$ cat config.mk
export PLATFORM = sky130hd
export DESIGN_NAME = ext_mem_loader
export DESIGN_NICKNAME = d
export VERILOG_FILES = /design/src/rtl/ext_mem_loader.sv
export SDC_FILE = /design/constraint.sdc
export NUM_CORES = 1
export LEC_CHECK = 0
export ABC_AREA = 1
export BUFFER_PORTS_ARGS = -buffer_cell sky130_fd_sc_hd__buf_2
export CELL_PAD_IN_SITES_DETAIL_PLACEMENT = 0
export CELL_PAD_IN_SITES_GLOBAL_PLACEMENT = 1
export CORE_MARGIN = 2
export CORE_UTILIZATION = 35
export CTS_CLUSTER_SIZE = 30
export DETAILED_ROUTE_END_ITERATION = 8
export PLACE_DENSITY = 0.92
export SLEW_MARGIN = 30
export SYNTH_ARGS = -nofsm -noshare
export SYNTH_HDL_FRONTEND = slang
export SYNTH_SLANG_ARGS = --single-unit
$ cat constraint.sdc
create_clock -name clk -period 9.1 [get_ports clk]
set_input_delay 1.82 -clock clk [delete_from_list [all_inputs] [get_ports clk]]
set_output_delay 1.82 -clock clk [all_outputs]
set_load 0.02 [all_outputs]
$ cat src/rtl/ext_mem_loader.sv
// ext_mem_loader: host-side initiator for the CPU external memory ports.
// A job loads instruction memory, loads data memory, runs the CPU for a
// programmed number of cycles, then streams a window of data memory back.
// Optional build macro: LOADER_VERIFY_EN adds an instruction-memory
// read-back check (VERIFY_I state, sticky err flag).
module ext_mem_loader #(
    parameter int IMEM_AW = 9,
    parameter int DMEM_AW = 10,
    parameter int RUN_W   = 32
) (
    input  logic               clk,
    input  logic               rst,
    input  logic               start,
    input  logic [IMEM_AW:0]   imem_words,
    input  logic [DMEM_AW:0]   dmem_words,
    input  logic [RUN_W-1:0]   run_cycles,
    input  logic [DMEM_AW-1:0] dump_base,
    input  logic [DMEM_AW:0]   dump_words,
    input  logic               in_valid,
    output logic               in_ready,
    input  logic [63:0]        in_data,
    output logic               out_valid,
    input  logic               out_ready,
    output logic [63:0]        out_data,
    output logic               out_last,
    output logic [63:0]        addr_ext,
    output logic               wen_ext,
    output logic               ren_ext,
    output logic [31:0]        wdata_ext,
    input  logic [31:0]        rdata_ext,
    output logic [63:0]        addr_ext_2,
    output logic               wen_ext_2,
    output logic               ren_ext_2,
    output logic [63:0]        wdata_ext_2,
    input  logic [63:0]        rdata_ext_2,
    output logic               cpu_enable,
    output logic               busy,
    output logic               done,
    output logic               err
);

    localparam int CW = ((IMEM_AW > DMEM_AW) ? IMEM_AW : DMEM_AW) + 1;

    localparam logic [2:0] S_IDLE     = 3'd0;
    localparam logic [2:0] S_LOAD_I   = 3'd1;
`ifdef LOADER_VERIFY_EN
    localparam logic [2:0] S_VERIFY_I = 3'd2;
`endif
    localparam logic [2:0] S_LOAD_D   = 3'd3;
    localparam logic [2:0] S_RUN      = 3'd4;
    localparam logic [2:0] S_DUMP     = 3'd5;

    logic [2:0]         state_q, state_d;
    logic [CW-1:0]      cnt_q;
    logic [IMEM_AW:0]   iw_q;
    logic [DMEM_AW:0]   dw_q;
    logic [RUN_W-1:0]   run_q;
    logic [DMEM_AW-1:0] base_q;
    logic [DMEM_AW:0]   uw_q;
    logic               cpu_en_q;
    logic               done_q;

    // dump-side buffer state
    logic [DMEM_AW:0]   k_q;
    logic [DMEM_AW:0]   b_q;
    logic [1:0]         occ_q;
    logic               wr_q, rd_q, infl_q;
    logic [63:0]        buf_q [2];

    logic [CW-1:0]      iw_ext, dw_ext;
    logic               fire_in, fire_out, last_i, last_d, last_b;
    logic               issue, push, pop, vren;
    logic [2:0]         used_nx;
    logic [DMEM_AW-1:0] dump_addr;

    // First phase at or after 'from' whose length is non-zero (IDLE if none).
    function automatic logic [2:0] first_phase(input logic [2:0] from, input logic iw_nz,
                                               input logic dw_nz, input logic rc_nz,
                                               input logic uw_nz);
        logic [2:0] s;
        s = S_IDLE;
        if (uw_nz && from <= S_DUMP)   s = S_DUMP;
        if (rc_nz && from <= S_RUN)    s = S_RUN;
        if (dw_nz && from <= S_LOAD_D) s = S_LOAD_D;
        if (iw_nz && from <= S_LOAD_I) s = S_LOAD_I;
        return s;
    endfunction

    assign iw_ext    = CW'(iw_q);
    assign dw_ext    = CW'(dw_q);
    assign fire_in   = in_valid & in_ready;
    assign last_i    = (cnt_q + CW'(1)) == iw_ext;
    assign last_d    = (cnt_q + CW'(1)) == dw_ext;

    // Output buffer: data bypasses straight from rdata_ext_2 when the buffer is empty.
    assign out_valid = (state_q == S_DUMP) && ((occ_q != 2'd0) || infl_q);
    assign out_data  = (occ_q != 2'd0) ? buf_q[rd_q] : rdata_ext_2;
    assign fire_out  = out_valid & out_ready;
    assign last_b    = (b_q + (DMEM_AW+1)'(1)) == uw_q;
    assign out_last  = out_valid & last_b;
    assign used_nx   = {1'b0, occ_q} + {2'b00, infl_q} - {2'b00, fire_out};
    assign issue     = (state_q == S_DUMP) && (k_q != uw_q) && (used_nx < 3'd2);
    assign push      = infl_q && !((occ_q == 2'd0) && out_ready);
    assign pop       = (occ_q != 2'd0) && out_ready;
    assign dump_addr = base_q + k_q[DMEM_AW-1:0];

    assign cpu_enable = cpu_en_q;
    assign busy       = (state_q != S_IDLE);
    assign done       = done_q;

    // Next-state logic; zero-length phases are skipped in the same transition.
    always_comb begin
        state_d = state_q;
        case (state_q)
            S_IDLE: if (start)
                state_d = first_phase(S_LOAD_I, |imem_words, |dmem_words,
                                      |run_cycles, |dump_words);
            S_LOAD_I: if (fire_in && last_i)
`ifdef LOADER_VERIFY_EN
                state_d = S_VERIFY_I;
            S_VERIFY_I: if (cnt_q == iw_ext)
`endif
                state_d = first_phase(S_LOAD_D, 1'b0, |dw_q, |run_q, |uw_q);
            S_LOAD_D: if (fire_in && last_d)
                state_d = first_phase(S_RUN, 1'b0, 1'b0, |run_q, |uw_q);
            S_RUN: if (run_q == RUN_W'(1))
                state_d = first_phase(S_DUMP, 1'b0, 1'b0, 1'b0, |uw_q);
            S_DUMP: if (fire_out && last_b)
                state_d = S_IDLE;
            default: state_d = S_IDLE;
        endcase
    end

    // External port drive: everything is 0 outside the phase that owns a port.
    always_comb begin
        in_ready    = 1'b0;
        wen_ext     = 1'b0;
        ren_ext     = 1'b0;
        addr_ext    = '0;
        wdata_ext   = '0;
        wen_ext_2   = 1'b0;
        ren_ext_2   = 1'b0;
        addr_ext_2  = '0;
        wdata_ext_2 = '0;
        case (state_q)
            S_LOAD_I: begin
                in_ready  = 1'b1;
                wen_ext   = in_valid;
                addr_ext  = {{(64-IMEM_AW-2){1'b0}}, cnt_q[IMEM_AW-1:0], 2'b00};
                wdata_ext = in_data[31:0];
            end
`ifdef LOADER_VERIFY_EN
            S_VERIFY_I: begin
                ren_ext  = vren;
                addr_ext = {{(64-IMEM_AW-2){1'b0}}, cnt_q[IMEM_AW-1:0], 2'b00};
            end
`endif
            S_LOAD_D: begin
                in_ready    = 1'b1;
                wen_ext_2   = in_valid;
                addr_ext_2  = {{(64-DMEM_AW-3){1'b0}}, cnt_q[DMEM_AW-1:0], 3'b000};
                wdata_ext_2 = in_data;
            end
            S_DUMP: begin
                ren_ext_2  = issue;
                addr_ext_2 = {{(64-DMEM_AW-3){1'b0}}, dump_addr, 3'b000};
            end
            default: ;
        endcase
    end

    // Main control: FSM, job parameter latch, phase counter, run counter.
    always_ff @(posedge clk) begin
        if (rst) begin
            state_q  <= S_IDLE;
            cnt_q    <= '0;
            iw_q     <= '0;
            dw_q     <= '0;
            run_q    <= '0;
            base_q   <= '0;
            uw_q     <= '0;
            cpu_en_q <= 1'b0;
            done_q   <= 1'b0;
        end else begin
            state_q  <= state_d;
            cpu_en_q <= (state_d == S_RUN);
            done_q   <= (state_q != S_IDLE) && (state_d == S_IDLE);
            if (state_d != state_q)
                cnt_q <= '0;
            else if (fire_in || vren)
                cnt_q <= cnt_q + CW'(1);
            if (state_q == S_IDLE && start) begin
                iw_q   <= imem_words;
                dw_q   <= dmem_words;
                run_q  <= run_cycles;
                base_q <= dump_base;
                uw_q   <= dump_words;
            end else if (state_q == S_RUN) begin
                run_q <= run_q - RUN_W'(1);
            end
        end
    end

    // Dump control: issued/accepted counters and buffer occupancy, cleared outside DUMP.
    always_ff @(posedge clk) begin
        if (rst || state_q != S_DUMP) begin
            k_q    <= '0;
            b_q    <= '0;
            occ_q  <= '0;
            wr_q   <= 1'b0;
            rd_q   <= 1'b0;
            infl_q <= 1'b0;
        end else begin
            infl_q <= issue;
            if (issue)    k_q <= k_q + (DMEM_AW+1)'(1);
            if (fire_out) b_q <= b_q + (DMEM_AW+1)'(1);
            if (push)     wr_q <= ~wr_q;
            if (pop)      rd_q <= ~rd_q;
            occ_q <= occ_q + {1'b0, push} - {1'b0, pop};
        end
    end

    // Dump buffer storage (data only, no reset).
    always_ff @(posedge clk) begin
        if (state_q == S_DUMP && push)
            buf_q[wr_q] <= rdata_ext_2;
    end

`ifdef LOADER_VERIFY_EN
    logic [31:0] chk_w_q, chk_r_q;
    logic        vld_q, err_q;

    assign vren = (state_q == S_VERIFY_I) && (cnt_q != iw_ext);
    assign err  = err_q;

    // Read-back check: fold written and read words, flag a mismatch at VERIFY_I exit.
    always_ff @(posedge clk) begin
        if (rst) begin
            chk_w_q <= '0;
            chk_r_q <= '0;
            vld_q   <= 1'b0;
            err_q   <= 1'b0;
        end else begin
            vld_q <= vren;
            if (state_q == S_IDLE && start) begin
                chk_w_q <= '0;
                chk_r_q <= '0;
                err_q   <= 1'b0;
            end else begin
                if (state_q == S_LOAD_I && fire_in)
                    chk_w_q <= chk_w_q ^ in_data[31:0];
                if (vld_q)
                    chk_r_q <= chk_r_q ^ rdata_ext;
                if (state_q == S_VERIFY_I && cnt_q == iw_ext &&
                    (chk_r_q ^ rdata_ext) != chk_w_q)
                    err_q <= 1'b1;
            end
        end
    end
`else
    logic unused_rdata;
    assign unused_rdata = ^rdata_ext;
    assign vren = 1'b0;
    assign err  = 1'b0;
`endif

endmodule

==> metrics <==
FFs w/ async S/R, synth 0; GP Congestion 0.895; Worst R2R Path Depth 20; Max IR drop VDD 0.123 mV; FP Rows 74; area of the multi-input gates 0.00662 mm2; Power Dens Cells 159 mW/mm2; Pre-antenna DRT Iters 5; GRT Util Overall 0.199; crit path max fanout 19; Tmin final 5.82 ns; Setup crit start kind input pin; Post-Place Cells 2,858; die height 208 um; gate count of the mapped netlist 1,994; vias per cell 4.75; Post-Layout Cell Count 2,911; post-synth top area cell edfxtp_1; outcome complete, no violations; DRC 0; total leakage power 8.36 nW; remaining global-route overflow 0; largest net degree at the start of global routing 132; Worst-path clk slew 0.07 ns; Critical Path AT 4.00 ns; area share of the largest cell type after synthesis 0.264; final hold viol count 0; slew of the pin with the lowest slew margin 0.916 ns; Avg WL per Cell 15.5 um; share of the yosys chip area belonging to registers 0.427; drt initial violations 977; Clock Skew 0.0218 ns; top-count cell post-synth nand2_1; TNS Setup 0 ns; Worst path max stage delay 0.39 ns; core area 0.0409 mm2; Yosys cell types 50; Vias 13,818; fmax 172 MHz; Area Overhead vs Synth 20.8%; post-route clock period utilization 0.640; Crit path depth 13; Top FF cell, synth edfxtp_1; Slowest cell on crit path fa_1; worst rel slew slack 0.389; Post-CTS Repair Setup Buffers 0; initial antenna violation count 5; setup ws final 3.28 ns; layout cell share with drive strength beyond 1 0.217; CTS Buf Count 28; Post-synth EDFFs 128; CP Capture Type primary output; Routed WL 45.2 mm; critical path startpoint out_ready; die width 208 um; first-pass GRT wire length 69.4 mm; htree depth 1; worst-path cell chain buf_2 > inv_1 > nor2_8 > ha_1 > inv_1 > nand2_1 > fa_1 > xnor2_1 > nand2_1 > nor2_1 > nand2_1 > inv_1 > buf_2; cts hold-fix bufs 0; # nets final 2,615; Layout fillers 4,194; syn avg cell area 7.29 um2; # clock sinks 246; vias in the first global route 12,752; WP data required 7.28 ns; clock tree buffer depth 3; Post-CTS Resized 0; max-cap violations 0; ANT nets after route 0; dpl ws 3.28 ns; top cells by area, synth edfxtp_1, dfxtp_1, nand2_1, o21ai_0, inv_1; IO Pins 538; CTS Root Cell clkbuf_16; Synthesis Warnings 0; total area of sequential cells 0.00621 mm2; CTS tree built; IO Port Bufs 394; HP Class reg -> reg; RR Startpoint state_q[0]; initial core utilization 0.355; Hold WS 0.463 ns; Post-synth top cells nand2_1, inv_1, nor2_1, o21ai_0, edfxtp_1; later-pin clock latency in the skew report 0.58 ns; RSZ-0062 raised after global routing no; Yosys reg bits 246; Worst Setup EP ren_ext_2; hpwl dp 34.1 mm; Setup CP Type in -> out; final setup violation count 0; r2r setup slk 5.23 ns; Slew Limit Fails 0; Crit path buffers/inverters 5; CP delay by family, top simple AND/OR/NAND/NOR gates; Die ar. 0.0432 mm2; Reg2Reg Capture Point k_q[8]; cell area after synthesis 0.0145 mm2
[area by class of cell]
cell class | instances | share of cell area
clock buffer | 32 | 0.0413
antenna | 1 | 0.000143
tap | 532 | 0.0379
inverter | 276 | 0.0590
sequential | 246 | 0.354
multi-input combinational | 1399 | 0.377
clock inverter | 20 | 0.0129
timing repair buffer | 405 | 0.118
[kinds of logic (layout without fill, tap and decap cells)]
family / Yosys count / in the layout / share of synthesized area
and+or+nand+nor: 894 / 894 / 0.262
buffers and inverters: 459 / 733 / 0.148
AOI/OAI and AO/OA: 343 / 343 / 0.126
DFF: 246 / 246 / 0.427
xor gates and xnor gates: 31 / 31 / 0.0187
adders and majority gates: 20 / 20 / 0.0183
other: 1 / 112 / 0.000258
[metal layers]
metal / wire, um / part of all wire / up-vias / global-route usage
met5: 34 / 0.00075 / - / 0
met1: 19700 / 0.44 / 6356 / 0.272
li1: - / - / 6935 / -
met2: 20500 / 0.45 / 462 / 0.316
met4: 688 / 0.015 / 6 / 0.0330
met3: 4340 / 0.096 / 59 / 0.0560
[cell usage in the layout (no fill, tap or decap), drive strengths merged, types with 7 or more instances in the layout]
cell type and n:
clkbuf 32, edfxtp 128, xor2 22, buf 405
nand4 23, nand3 88, nor2 252, xnor2 9
dfxtp 118, inv 276, o21ai 211, nor4 7
ha 18, clkinv 14, nor3 38, a31oi 30
conb 111, nand2 473, a21oi 81
[how the worst min path moves through the flow]
stage,from,endpoint,slack [ns],cells past startpoint
after detailed placement,wr_q,wr_q,0.46,2
after global routing,base_q[6],base_q[6],0.49,2
after global placement,wr_q,wr_q,0.45,2
after floorplan,wr_q,wr_q,0.44,2
final,wr_q,wr_q,0.46,2
after CTS,wr_q,wr_q,0.47,2
[worst register-to-register path, stage by stage, from the launching register on]
cell and delay [ns]:
dfxtp_1 0.43, inv_2 0.09, nor2_4 0.30, inv_2 0.22
a21oi_2 0.21, inv_2 0.10, nor2_8 0.24, ha_1 0.28
inv_1 0.05, nand2_1 0.06, fa_1 0.39, xnor2_1 0.15
nand2_1 0.07, nor2_1 0.10, nand2_1 0.18, nor3_1 0.28
nand2_1 0.17, nor3_2 0.16, nand2_1 0.08, o21ai_0 0.15
nor2_1 0.05
[metrics by stage]
step | power, mW | utilization | cell area (um2)
6_report | 2.79 | 0.429 | 17600
5_1_grt | 2.91 | 0.429 | 17600
4_1_cts | 2.82 | 0.429 | 17600
3_5_place_dp | 1.64 | 0.406 | 16600
3_3_place_gp | 1.63 | 0.405 | 16600
2_1_floorplan | 1.53 | - | 14900
[registers in the layout (all words and copies together) (netlist names), named ones only]
name        flops
wr_q            1
done            1
cpu_enable      1
dw_ext         11
iw_q           10
state_q         3
b_q            11
run_q          32
occ_q           2
cnt_q          11
infl_q          1
base_q         10
rd_q            1
k_q            11
buf_q         128
uw_q           11
[where the power goes]
| group | internal (mW) | total, mW | switching, mW |
|---|---|---|---|
| clock network | 0.688 | 1.17 | 0.486 |
| registers | 1.19 | 1.22 | 0.0254 |
| logic | 0.126 | 0.400 | 0.274 |
| total | 2.01 | 2.79 | 0.785 |
Power figures use the tool's default switching activity.
